===== config.mk =====
export PLATFORM = sky130hd
export DESIGN_NAME = ysyx_23060180_mem_arbiter_flat
export DESIGN_NICKNAME = d
export VERILOG_FILES = /design/src/rtl/ysyx_23060180_mem_arbiter_if.sv /design/src/rtl/ysyx_23060180_mem_arbiter.sv /design/src/flat_wrapper.sv
export SDC_FILE = /design/constraint.sdc
export NUM_CORES = 1
export LEC_CHECK = 0
export ABC_AREA = 1
export CAP_MARGIN = 20
export CORE_AREA = 3 3 106 108
export CTS_CLUSTER_DIAMETER = 200
export DETAILED_ROUTE_END_ITERATION = 6
export DIE_AREA = 0 0 109 111
export SLEW_MARGIN = 20
export SYNTH_ARGS = -nofsm -noshare
export SYNTH_HDL_FRONTEND = slang
export SYNTH_SLANG_ARGS = --single-unit

===== constraint.sdc =====
create_clock -name clk -period 1.5 [get_ports clk]
set_input_delay 0.3 -clock clk [delete_from_list [all_inputs] [get_ports clk]]
set_output_delay 0.3 -clock clk [all_outputs]
set_load 0.02 [all_outputs]

===== src/rtl/ysyx_23060180_mem_arbiter_if.sv =====
// ----------------------------------------------------------------------------
// ysyx_23060180_mem_arbiter_if
// Bundles the arbiter's three bus faces into one interface:
//   IFU side : ifu_req, ifu_addr -> ifu_gnt, ifu_rvalid, ifu_rdata
//   LSU side : lsu_req, lsu_we, lsu_addr, lsu_wdata, lsu_wmask
//              -> lsu_gnt, lsu_done, lsu_rdata
//   MEM side : mem_rd, mem_wr, mem_addr, mem_wdata, mem_wmask <- mem_rdata
// Modports:
//   slave  - the arbiter (receives core requests, drives the memory strobes)
//   master - the environment (core requesters plus memory model)
// Parameters: ADDR_W address width, DATA_W data width (mask is DATA_W/8 bits).
// ----------------------------------------------------------------------------
interface ysyx_23060180_mem_arbiter_if #(
    parameter int unsigned ADDR_W = 32,
    parameter int unsigned DATA_W = 32
);
    localparam int unsigned MASK_W = DATA_W / 8;

    // instruction fetch
    logic              ifu_req;
    logic [ADDR_W-1:0] ifu_addr;
    logic              ifu_gnt;
    logic              ifu_rvalid;
    logic [DATA_W-1:0] ifu_rdata;

    // load/store
    logic              lsu_req;
    logic              lsu_we;
    logic [ADDR_W-1:0] lsu_addr;
    logic [DATA_W-1:0] lsu_wdata;
    logic [MASK_W-1:0] lsu_wmask;
    logic              lsu_gnt;
    logic              lsu_done;
    logic [DATA_W-1:0] lsu_rdata;

    // memory
    logic              mem_rd;
    logic              mem_wr;
    logic [ADDR_W-1:0] mem_addr;
    logic [DATA_W-1:0] mem_wdata;
    logic [MASK_W-1:0] mem_wmask;
    logic [DATA_W-1:0] mem_rdata;

    modport slave (
        input  ifu_req, ifu_addr,
        output ifu_gnt, ifu_rvalid, ifu_rdata,
        input  lsu_req, lsu_we, lsu_addr, lsu_wdata, lsu_wmask,
        output lsu_gnt, lsu_done, lsu_rdata,
        output mem_rd, mem_wr, mem_addr, mem_wdata, mem_wmask,
        input  mem_rdata
    );

    modport master (
        output ifu_req, ifu_addr,
        input  ifu_gnt, ifu_rvalid, ifu_rdata,
        output lsu_req, lsu_we, lsu_addr, lsu_wdata, lsu_wmask,
        input  lsu_gnt, lsu_done, lsu_rdata,
        input  mem_rd, mem_wr, mem_addr, mem_wdata, mem_wmask,
        output mem_rdata
    );
endinterface


===== src/rtl/ysyx_23060180_mem_arbiter.sv =====
// ----------------------------------------------------------------------------
// ysyx_23060180_mem_arbiter
// Shares the core's single memory port between instruction fetch and
// load/store. One transaction in flight: grant + strobe in IDLE, wait a fixed
// MEM_LAT cycles, then pulse the owner's rvalid/done with mem_rdata passed
// through for that one cycle. Throughput is one transaction per MEM_LAT+1.
// Ports:
//   clk      clock
//   rstn_in  asynchronous active-low reset
//   bus      ysyx_23060180_mem_arbiter_if.slave (IFU, LSU and memory sides;
//            address/data widths come from the interface parameters)
// Parameters:
//   MEM_LAT  cycles from mem_rd/mem_wr to read data valid / write complete (>=1)
// Build option:
//   MEM_ARB_RR_EN  round-robin on simultaneous requests (last-grant flop);
//                  when undefined the LSU always wins a tie.
// ----------------------------------------------------------------------------
module ysyx_23060180_mem_arbiter #(
    parameter int unsigned MEM_LAT = 1
) (
    input  logic                         clk,
    input  logic                         rstn_in,
    ysyx_23060180_mem_arbiter_if.slave   bus
);
    localparam int unsigned     CNT_W     = $clog2(MEM_LAT + 1);
    localparam logic [CNT_W-1:0] LAST_CNT = CNT_W'(MEM_LAT - 1);
    localparam logic            OWNER_IFU = 1'b0;
    localparam logic            OWNER_LSU = 1'b1;

    typedef enum logic [1:0] {
        S_IDLE = 2'd0,
        S_BUSY = 2'd1,
        S_RESP = 2'd2
    } state_e;

    state_e           state_q;
    logic [CNT_W-1:0] cnt_q;
    logic             owner_q;
    logic             store_q;
    logic             ifu_rvalid_q;
    logic             lsu_done_q;
`ifdef MEM_ARB_RR_EN
    logic             last_q;
`endif

    logic arb_en_c;
    logic lsu_win_c;
    logic ifu_gnt_c;
    logic lsu_gnt_c;

    // Winner selection; gated by reset so nothing is granted while held in reset
    always_comb begin
        arb_en_c  = rstn_in && (state_q == S_IDLE);
`ifdef MEM_ARB_RR_EN
        lsu_win_c = bus.lsu_req && (!bus.ifu_req || (last_q == OWNER_IFU));
`else
        lsu_win_c = bus.lsu_req;
`endif
        lsu_gnt_c = arb_en_c && lsu_win_c;
        ifu_gnt_c = arb_en_c && bus.ifu_req && !lsu_win_c;
    end

    // Request side: grant and strobe share the acceptance cycle
    assign bus.ifu_gnt   = ifu_gnt_c;
    assign bus.lsu_gnt   = lsu_gnt_c;
    assign bus.mem_rd    = ifu_gnt_c || (lsu_gnt_c && !bus.lsu_we);
    assign bus.mem_wr    = lsu_gnt_c && bus.lsu_we;
    assign bus.mem_addr  = lsu_gnt_c ? bus.lsu_addr : (ifu_gnt_c ? bus.ifu_addr : '0);
    assign bus.mem_wdata = (lsu_gnt_c && bus.lsu_we) ? bus.lsu_wdata : '0;
    assign bus.mem_wmask = (lsu_gnt_c && bus.lsu_we) ? bus.lsu_wmask : '0;

    // Response side: read data is only passed through during the owner's pulse
    assign bus.ifu_rvalid = ifu_rvalid_q;
    assign bus.ifu_rdata  = ifu_rvalid_q ? bus.mem_rdata : '0;
    assign bus.lsu_done   = lsu_done_q;
    assign bus.lsu_rdata  = (lsu_done_q && !store_q) ? bus.mem_rdata : '0;

    // Sequencer: IDLE -> (BUSY) -> RESP -> IDLE; response flags set on entry to RESP
    always_ff @(posedge clk or negedge rstn_in) begin
        if (!rstn_in) begin
            state_q      <= S_IDLE;
            cnt_q        <= '0;
            owner_q      <= OWNER_IFU;
            store_q      <= 1'b0;
            ifu_rvalid_q <= 1'b0;
            lsu_done_q   <= 1'b0;
`ifdef MEM_ARB_RR_EN
            last_q       <= OWNER_IFU;
`endif
        end else begin
            ifu_rvalid_q <= 1'b0;
            lsu_done_q   <= 1'b0;
            unique case (state_q)
                S_IDLE: begin
                    if (ifu_gnt_c || lsu_gnt_c) begin
                        owner_q <= lsu_gnt_c ? OWNER_LSU : OWNER_IFU;
                        store_q <= lsu_gnt_c && bus.lsu_we;
                        cnt_q   <= CNT_W'(1);
`ifdef MEM_ARB_RR_EN
                        last_q  <= lsu_gnt_c ? OWNER_LSU : OWNER_IFU;
`endif
                        if (MEM_LAT > 1) begin
                            state_q <= S_BUSY;
                        end else begin
                            state_q      <= S_RESP;
                            ifu_rvalid_q <= ifu_gnt_c;
                            lsu_done_q   <= lsu_gnt_c;
                        end
                    end
                end
                S_BUSY: begin
                    cnt_q <= cnt_q + CNT_W'(1);
                    if (cnt_q == LAST_CNT) begin
                        state_q      <= S_RESP;
                        ifu_rvalid_q <= (owner_q == OWNER_IFU);
                        lsu_done_q   <= (owner_q == OWNER_LSU);
                    end
                end
                S_RESP: begin
                    state_q <= S_IDLE;
                    cnt_q   <= '0;
                end
                default: begin
                    state_q <= S_IDLE;
                end
            endcase
        end
    end
endmodule

===== src/flat_wrapper.sv =====
// flat-port wrapper written by rule: the top's interface ports become plain ports
module ysyx_23060180_mem_arbiter_flat 
#(
    parameter int unsigned MEM_LAT = 1
)
  (clk, rstn_in, bus_ifu_req, bus_ifu_addr, bus_ifu_gnt, bus_ifu_rvalid, bus_ifu_rdata, bus_lsu_req, bus_lsu_we, bus_lsu_addr, bus_lsu_wdata, bus_lsu_wmask, bus_lsu_gnt, bus_lsu_done, bus_lsu_rdata, bus_mem_rd, bus_mem_wr, bus_mem_addr, bus_mem_wdata, bus_mem_wmask, bus_mem_rdata);
  ysyx_23060180_mem_arbiter_if bus_i ();
  input  logic clk;
  input  logic rstn_in;
  input wire logic [$bits(bus_i.ifu_req)-1:0] bus_ifu_req;
  input wire logic [$bits(bus_i.ifu_addr)-1:0] bus_ifu_addr;
  output wire logic [$bits(bus_i.ifu_gnt)-1:0] bus_ifu_gnt;
  output wire logic [$bits(bus_i.ifu_rvalid)-1:0] bus_ifu_rvalid;
  output wire logic [$bits(bus_i.ifu_rdata)-1:0] bus_ifu_rdata;
  input wire logic [$bits(bus_i.lsu_req)-1:0] bus_lsu_req;
  input wire logic [$bits(bus_i.lsu_we)-1:0] bus_lsu_we;
  input wire logic [$bits(bus_i.lsu_addr)-1:0] bus_lsu_addr;
  input wire logic [$bits(bus_i.lsu_wdata)-1:0] bus_lsu_wdata;
  input wire logic [$bits(bus_i.lsu_wmask)-1:0] bus_lsu_wmask;
  output wire logic [$bits(bus_i.lsu_gnt)-1:0] bus_lsu_gnt;
  output wire logic [$bits(bus_i.lsu_done)-1:0] bus_lsu_done;
  output wire logic [$bits(bus_i.lsu_rdata)-1:0] bus_lsu_rdata;
  output wire logic [$bits(bus_i.mem_rd)-1:0] bus_mem_rd;
  output wire logic [$bits(bus_i.mem_wr)-1:0] bus_mem_wr;
  output wire logic [$bits(bus_i.mem_addr)-1:0] bus_mem_addr;
  output wire logic [$bits(bus_i.mem_wdata)-1:0] bus_mem_wdata;
  output wire logic [$bits(bus_i.mem_wmask)-1:0] bus_mem_wmask;
  input wire logic [$bits(bus_i.mem_rdata)-1:0] bus_mem_rdata;
  assign bus_i.ifu_req = bus_ifu_req;
  assign bus_i.ifu_addr = bus_ifu_addr;
  assign bus_ifu_gnt = bus_i.ifu_gnt;
  assign bus_ifu_rvalid = bus_i.ifu_rvalid;
  assign bus_ifu_rdata = bus_i.ifu_rdata;
  assign bus_i.lsu_req = bus_lsu_req;
  assign bus_i.lsu_we = bus_lsu_we;
  assign bus_i.lsu_addr = bus_lsu_addr;
  assign bus_i.lsu_wdata = bus_lsu_wdata;
  assign bus_i.lsu_wmask = bus_lsu_wmask;
  assign bus_lsu_gnt = bus_i.lsu_gnt;
  assign bus_lsu_done = bus_i.lsu_done;
  assign bus_lsu_rdata = bus_i.lsu_rdata;
  assign bus_mem_rd = bus_i.mem_rd;
  assign bus_mem_wr = bus_i.mem_wr;
  assign bus_mem_addr = bus_i.mem_addr;
  assign bus_mem_wdata = bus_i.mem_wdata;
  assign bus_mem_wmask = bus_i.mem_wmask;
  assign bus_i.mem_rdata = bus_mem_rdata;
  ysyx_23060180_mem_arbiter #(.MEM_LAT(MEM_LAT)) u_core (.clk(clk), .rstn_in(rstn_in), .bus(bus_i));
endmodule

-- Yosys cells after proc, flatten, opt, wreduce, memory -nomap -nowiden
Index checks and enable logic that the tools add are counted.
- logic and storage cells: 47
- flip-flop bits (word level): 7
- output and inout bits: 138
- bitwise logic cells: 1
- $add $sub $neg: 1
- muxes and demuxes: 18
- eq/ne operators: 4
- reduce and logical (&&, ||, !) cells: 17
- operators with widths (cell ; number):
    $mux 32 ; 5
    $logic_and 1x1->1 ; 7
    $mux 1 ; 6
    $reduce_and 2->1 ; 3
    $mux 2 ; 2
    $mux 4 ; 1
    $ne 2x2->1 const B ; 2
    $pmux 1 s2 ; 2
    $pmux 2 s2 ; 1
    $logic_not 1->1 ; 3
    $pmux 1 s3 ; 1
    $reduce_bool 3->1 ; 1
    $eq 2x1->1 const B ; 1
    $eq 2x2->1 const B ; 1
    $logic_not 2->1 ; 1
    $logic_or 1x1->1 ; 2
    $add 1x1->1 const B ; 1
    $not 1->1 ; 1

-- Longest topological paths before layout
- depth after elaboration: 7
- depth in mapped cells: 6
- gate-level depth less buffers: 5

-- Least setup slack after synthesis
No wires, ideal clock.
- path type: register -> output
- start: register u_core.state_q[1]
- end: output bus_mem_wdata[23]
- slack: 16 ps
- data arrival time: 1184 ps
- cell stages (with the launch flop): 6
- cell sequence: dfrtp_1 -> nor2_4 -> nand3_1 -> buf_2 -> buf_6 -> nor2_1
- longest elaborated chain between the ends: 5
- ends and longest elaborated chain (what ; RTL line ; source):
    from (decl) ; ysyx_23060180_mem_arbiter.sv:36 ; state_e state_q;
    from (signal assigned) ; ysyx_23060180_mem_arbiter.sv:81 ; state_q <= S_IDLE;
    from (signal assigned) ; ysyx_23060180_mem_arbiter.sv:103 ; state_q <= S_BUSY;
    from (signal assigned) ; ysyx_23060180_mem_arbiter.sv:105 ; state_q <= S_RESP;
    $logic_not 2->1 ; ysyx_23060180_mem_arbiter.sv:53 ; arb_en_c = rstn_in && (state_q == S_IDLE);
    $logic_and 1x1->1 ; ysyx_23060180_mem_arbiter.sv:53 ;
    $logic_and 1x1->1 ; ysyx_23060180_mem_arbiter.sv:59 ; lsu_gnt_c = arb_en_c && lsu_win_c;
    $logic_and 1x1->1 ; ysyx_23060180_mem_arbiter.sv:69 ; assign bus.mem_wdata = (lsu_gnt_c && bus.lsu_we) ? bus.lsu_wdata : '0;
    $mux 32 ; ysyx_23060180_mem_arbiter.sv:69 ;
    to (decl) ; flat_wrapper.sv:26 ; output wire logic [$bits(bus_i.mem_wdata)-1:0] bus_mem_wdata;
No other way between the ends.

-- Worst setup path in the final report
- start: register u_core.state_q[1]
- end: output bus_mem_addr[11]
- longest elaborated chain between the ends: 6
- ends and longest elaborated chain (what ; RTL line ; source):
    $logic_not 2->1 (*) ; ysyx_23060180_mem_arbiter.sv:53 ;
    $logic_and 1x1->1 (*) ; ysyx_23060180_mem_arbiter.sv:53 ;
    $logic_and 1x1->1 (2 in series) ; ysyx_23060180_mem_arbiter.sv:60 ; ifu_gnt_c = arb_en_c && bus.ifu_req && !lsu_win_c;
    $mux 32 ; ysyx_23060180_mem_arbiter.sv:68 ; assign bus.mem_addr = lsu_gnt_c ? bus.lsu_addr : (ifu_gnt_c ? bus.ifu_addr : '0);
    $mux 32 (*) ; ysyx_23060180_mem_arbiter.sv:68 ;
    to (decl) ; flat_wrapper.sv:25 ; output wire logic [$bits(bus_i.mem_addr)-1:0] bus_mem_addr;
Every way passes the cells marked *; elsewhere a longest branch is shown, timed or not.

==> implementation parameters <==
Parameter                              Value

Route
  Routed via count ... 3155
  Number of remaining DRC errors ... 0
  Number of routed nets with antenna violations ... 0
  Detailed-route wire length ... 10600 um
  Ratio of routed vias to standard cells ... 4.04
  Average routed wire per standard cell ... 13.6 um
  Number of optimization iterations in the first detailed-route pass ... 4
  Iteration-0 DRC Markers ... 127

Power and ir drop
  VDD IR max ... 0.166 mV
  LEAKAGE ... 0.00298 uW
  Power per cell area ... 338 nW/um2

STA
  Final cycle utilization of the critical path ... 1.16
  Setup Skew ... 0.00274 ns
  Slew of the pin with the lowest slew margin ... 0.246 ns
  Post-Route Setup TNS ... -12.06 ns
  RSZ-0062 raised after global routing ... true
  Number of endpoints with negative hold slack in the final report ... 0
  Shortest period the worst path allows ... 1.73 ns
  Final Max Tran Viols ... 0
  Worst-case headroom to the max-slew limit ... 0.836
  Final Setup Violations ... 71
  Maximum clock frequency ... 0.577 GHz
  Worst setup slack after layout ... -0.234 ns

Yosys
  Fraction of the yosys area taken by sequential cells ... 0.0658
  Post-synthesis register bit count ... 4
  Largest family of logic cells by synthesized area ... simple AND/OR/NAND/NOR gates
  Total number of yosys warnings ... 0
  Adder-cell share of the synthesized area ... 0
  Share of the synthesized area in compound gates (AO/OA/AOI/OAI) ... 0
  Number of distinct library cells after synthesis ... 11
  Synth Area in XOR/XNOR ... 0
  Post-synthesis simple-gate area fraction ... 0.581
  Post-synthesis mux area share ... 0
  Synth Area per Inst ... 4.37 um2
  Synth Cell Area ... 1520 um2
  Gate count of the mapped netlist ... 348
  Number of nets produced by synthesis ... 485

Global routing
  Maximum number of pins on one net before global-route repair ... 33
  Global-route usage over all layers ... 0.154
  Number of antenna violations at the first check in global routing ... 1
  Wire length of the first global-routing pass ... 15000 um
  Via count of the first global-routing pass ... 3087
  Sum of overflow across all layers after global routing ... 0

Clocking
  Clock sink count ... 4
  Clock input transition at the sequential cells of the worst setup and hold paths ... 0.03 ns
  Worst-case clock buffer depth ... 2
  Cts bufs inserted ... 3
  Root cell of the clock tree ... sky130_fd_sc_hd__clkbuf_8
  CTS tree ... yes
  Hold-fix buffer count after cts ... 0
  Clock latency reported for the late side of the worst-skew pair ... 0.21 ns
  Maximum level of the CTS H-tree ... 1

Critical path
  Worst r2r src ... u_core.state_q[1]$_DFFE_PN0P_
  Capturing point of the worst reg2reg path ... u_core.store_q$_DFFE_PN0P_
  Critical Path Max Stage Delay ... 0.39 ns
  Maximum net fanout on the critical path ... 8
  Endpoint class of the critical path ... output pin
  List of cells traversed by the critical path ... nor2_4 > buf_6 > buf_12 > buf_16 > nand3_1 > nand2_1 > buf_6
  Critical path's top delay family ... buffers and inverters
  Total buffers and inverters traversed by the critical path ... 4
  Startpoint type of the worst setup path ... register
  Data arrival, critical path ... 1.43 ns
  Worst EP required ... 1.20 ns
  Worst R2R Path Depth ... 7
  Minimum setup slack among reg-to-reg paths ... 0.22 ns
  Worst path depth ... 7
  Crit Path Category ... register to output pin
  Slowest cell on the critical path ... sky130_fd_sc_hd__dfrtp_1
  Most frequent CP cell ... sky130_fd_sc_hd__buf_6
  Capturing element of the worst setup path ... bus_mem_addr[11]
  Beginning of the critical path ... u_core.state_q[1]$_DFFE_PN0P_

Worst hold path
  Worst Hold Class ... input pin to async pin

Placed design
  Number of I/O port buffers ... 274
  Placed cell area ... 4540 um2
  GPL Wtd Cong ... 0.854
  DPL Wire Length ... 7800 um
  Pre-CTS setup slack ... -0.909 ns

Layout
  Synth-to-layout area growth ... 247%
  Finished Core Util ... 0.511
  Number of nets in the finished design ... 784
  Ratio of cells with drive above 1 in the final layout ... 0.439
  Post-route cell area ... 5280 um2
  Antenna cells ... 0

Die
  Die boundary width ... 109 um
  Count of standard-cell rows ... 37
  Number of top-level design ports ... 275
  Core Box Area ... 10300 um2
  Area enclosed by the die boundary ... 12100 um2
  Die boundary height ... 111 um
  Starting density of the core ... 0.147

Outcome
  Failing checks ... setup timing
  Run status ... finished, violations left

Flow run
  Max_cap viols ... 0
-- layer usage --
metal | routed length, um | GRT usage | up-vias
li1 | - | - | 1585
met1 | 3350 | 0.136 | 1377
met2 | 5730 | 0.308 | 173
met3 | 1380 | 0.0652 | 18
met4 | 173 | 0.0362 | 2
met5 | 13 | 0 | -
-- flip-flops by register name, indices dropped and copies added, names as in the netlist --
register,cells
u_core.store_q,1
u_core.bus.lsu_done,1
u_core.state_q,1
u_core.bus.ifu_rvalid,1
-- how the worst min path moves through the flow --
stage,startpoint,to,cells past startpoint
after floorplan,rstn_in,u_core.bus.ifu_rvalid$_DFF_PN0_,0
after global placement,u_core.store_q$_DFFE_PN0P_,u_core.store_q$_DFFE_PN0P_,3
after detailed placement,u_core.store_q$_DFFE_PN0P_,u_core.store_q$_DFFE_PN0P_,3
after CTS,rstn_in,u_core.store_q$_DFFE_PN0P_,2
after global routing,rstn_in,u_core.state_q[1]$_DFFE_PN0P_,2
final,rstn_in,u_core.store_q$_DFFE_PN0P_,2
-- kinds of logic (layout without fill, tap and decap cells) --
group                  count (synthesis)  in the layout
and+or+nand+nor                      210            210
DFF                                    4              4
buffers and inverters                134            431
-- power breakdown --
group	internal (uW)	total (uW)	switching (uW)
Sequential	117	125	7.99
Combinational	803	1440	636
Clock	171	223	52.0
-- cell usage in the layout (no fill, tap or decap) --
master,n
sky130_fd_sc_hd__nor2_4,13
sky130_fd_sc_hd__buf_8,2
sky130_fd_sc_hd__buf_4,73
sky130_fd_sc_hd__buf_6,61
sky130_fd_sc_hd__clkbuf_8,3
sky130_fd_sc_hd__buf_16,7
sky130_fd_sc_hd__nor2_2,27
sky130_fd_sc_hd__inv_2,4
sky130_fd_sc_hd__dlygate4sd2_1,3
sky130_fd_sc_hd__nand3_1,39
sky130_fd_sc_hd__clkbuf_2,4
sky130_fd_sc_hd__nand3_2,21
sky130_fd_sc_hd__bufbuf_16,1
sky130_fd_sc_hd__dfrtp_2,1
sky130_fd_sc_hd__clkbuf_16,3
sky130_fd_sc_hd__buf_2,19
sky130_fd_sc_hd__nand2_4,3
sky130_fd_sc_hd__inv_1,106
sky130_fd_sc_hd__clkdlybuf4s50_1,132
sky130_fd_sc_hd__nand3_4,5
sky130_fd_sc_hd__nand2_1,46
sky130_fd_sc_hd__nand2_2,23
sky130_fd_sc_hd__dfrtp_1,3
sky130_fd_sc_hd__nor2_1,33
sky130_fd_sc_hd__clkdlybuf4s15_2,2
sky130_fd_sc_hd__buf_12,11
-- through the flow --
step,cells,total power [uW],hold WS [ns]
after CTS,776,1660,0.134
after global routing,781,1890,0.147
final,781,1790,0.130
after global placement,755,1270,0.550
after floorplan,348,540,0.00441
after detailed placement,755,1280,0.547
-- what timing repair did --
item / CTS / global route
pin swaps: 23 / 14
gates cloned: 8 / 4
setup endpoints to repair: 138 / 117
buffers inserted: 11 / 2
resized for setup: 718 / 137
-- Yosys cell counts (all sizes together) --
| cell type | instances | area, um2 |
|---|---|---|
| buf | 14 | 86.3 |
| nand3 | 65 | 325 |
| clkbuf | 10 | 37.5 |
| nand2 | 72 | 270 |
| nor2 | 73 | 289 |
| inv | 110 | 413 |
| dfrtp | 4 | 100 |
-- cell type report --
class                      count  area [um2]
inverter                     110         413
timing repair buffer         318        3270
multi-input combinational    210        1280
tap                          136         170
fill                        1017        5040
sequential                     4         101
clock buffer                   3        41.3
No activity file was read; power rests on OpenSTA's default activity.
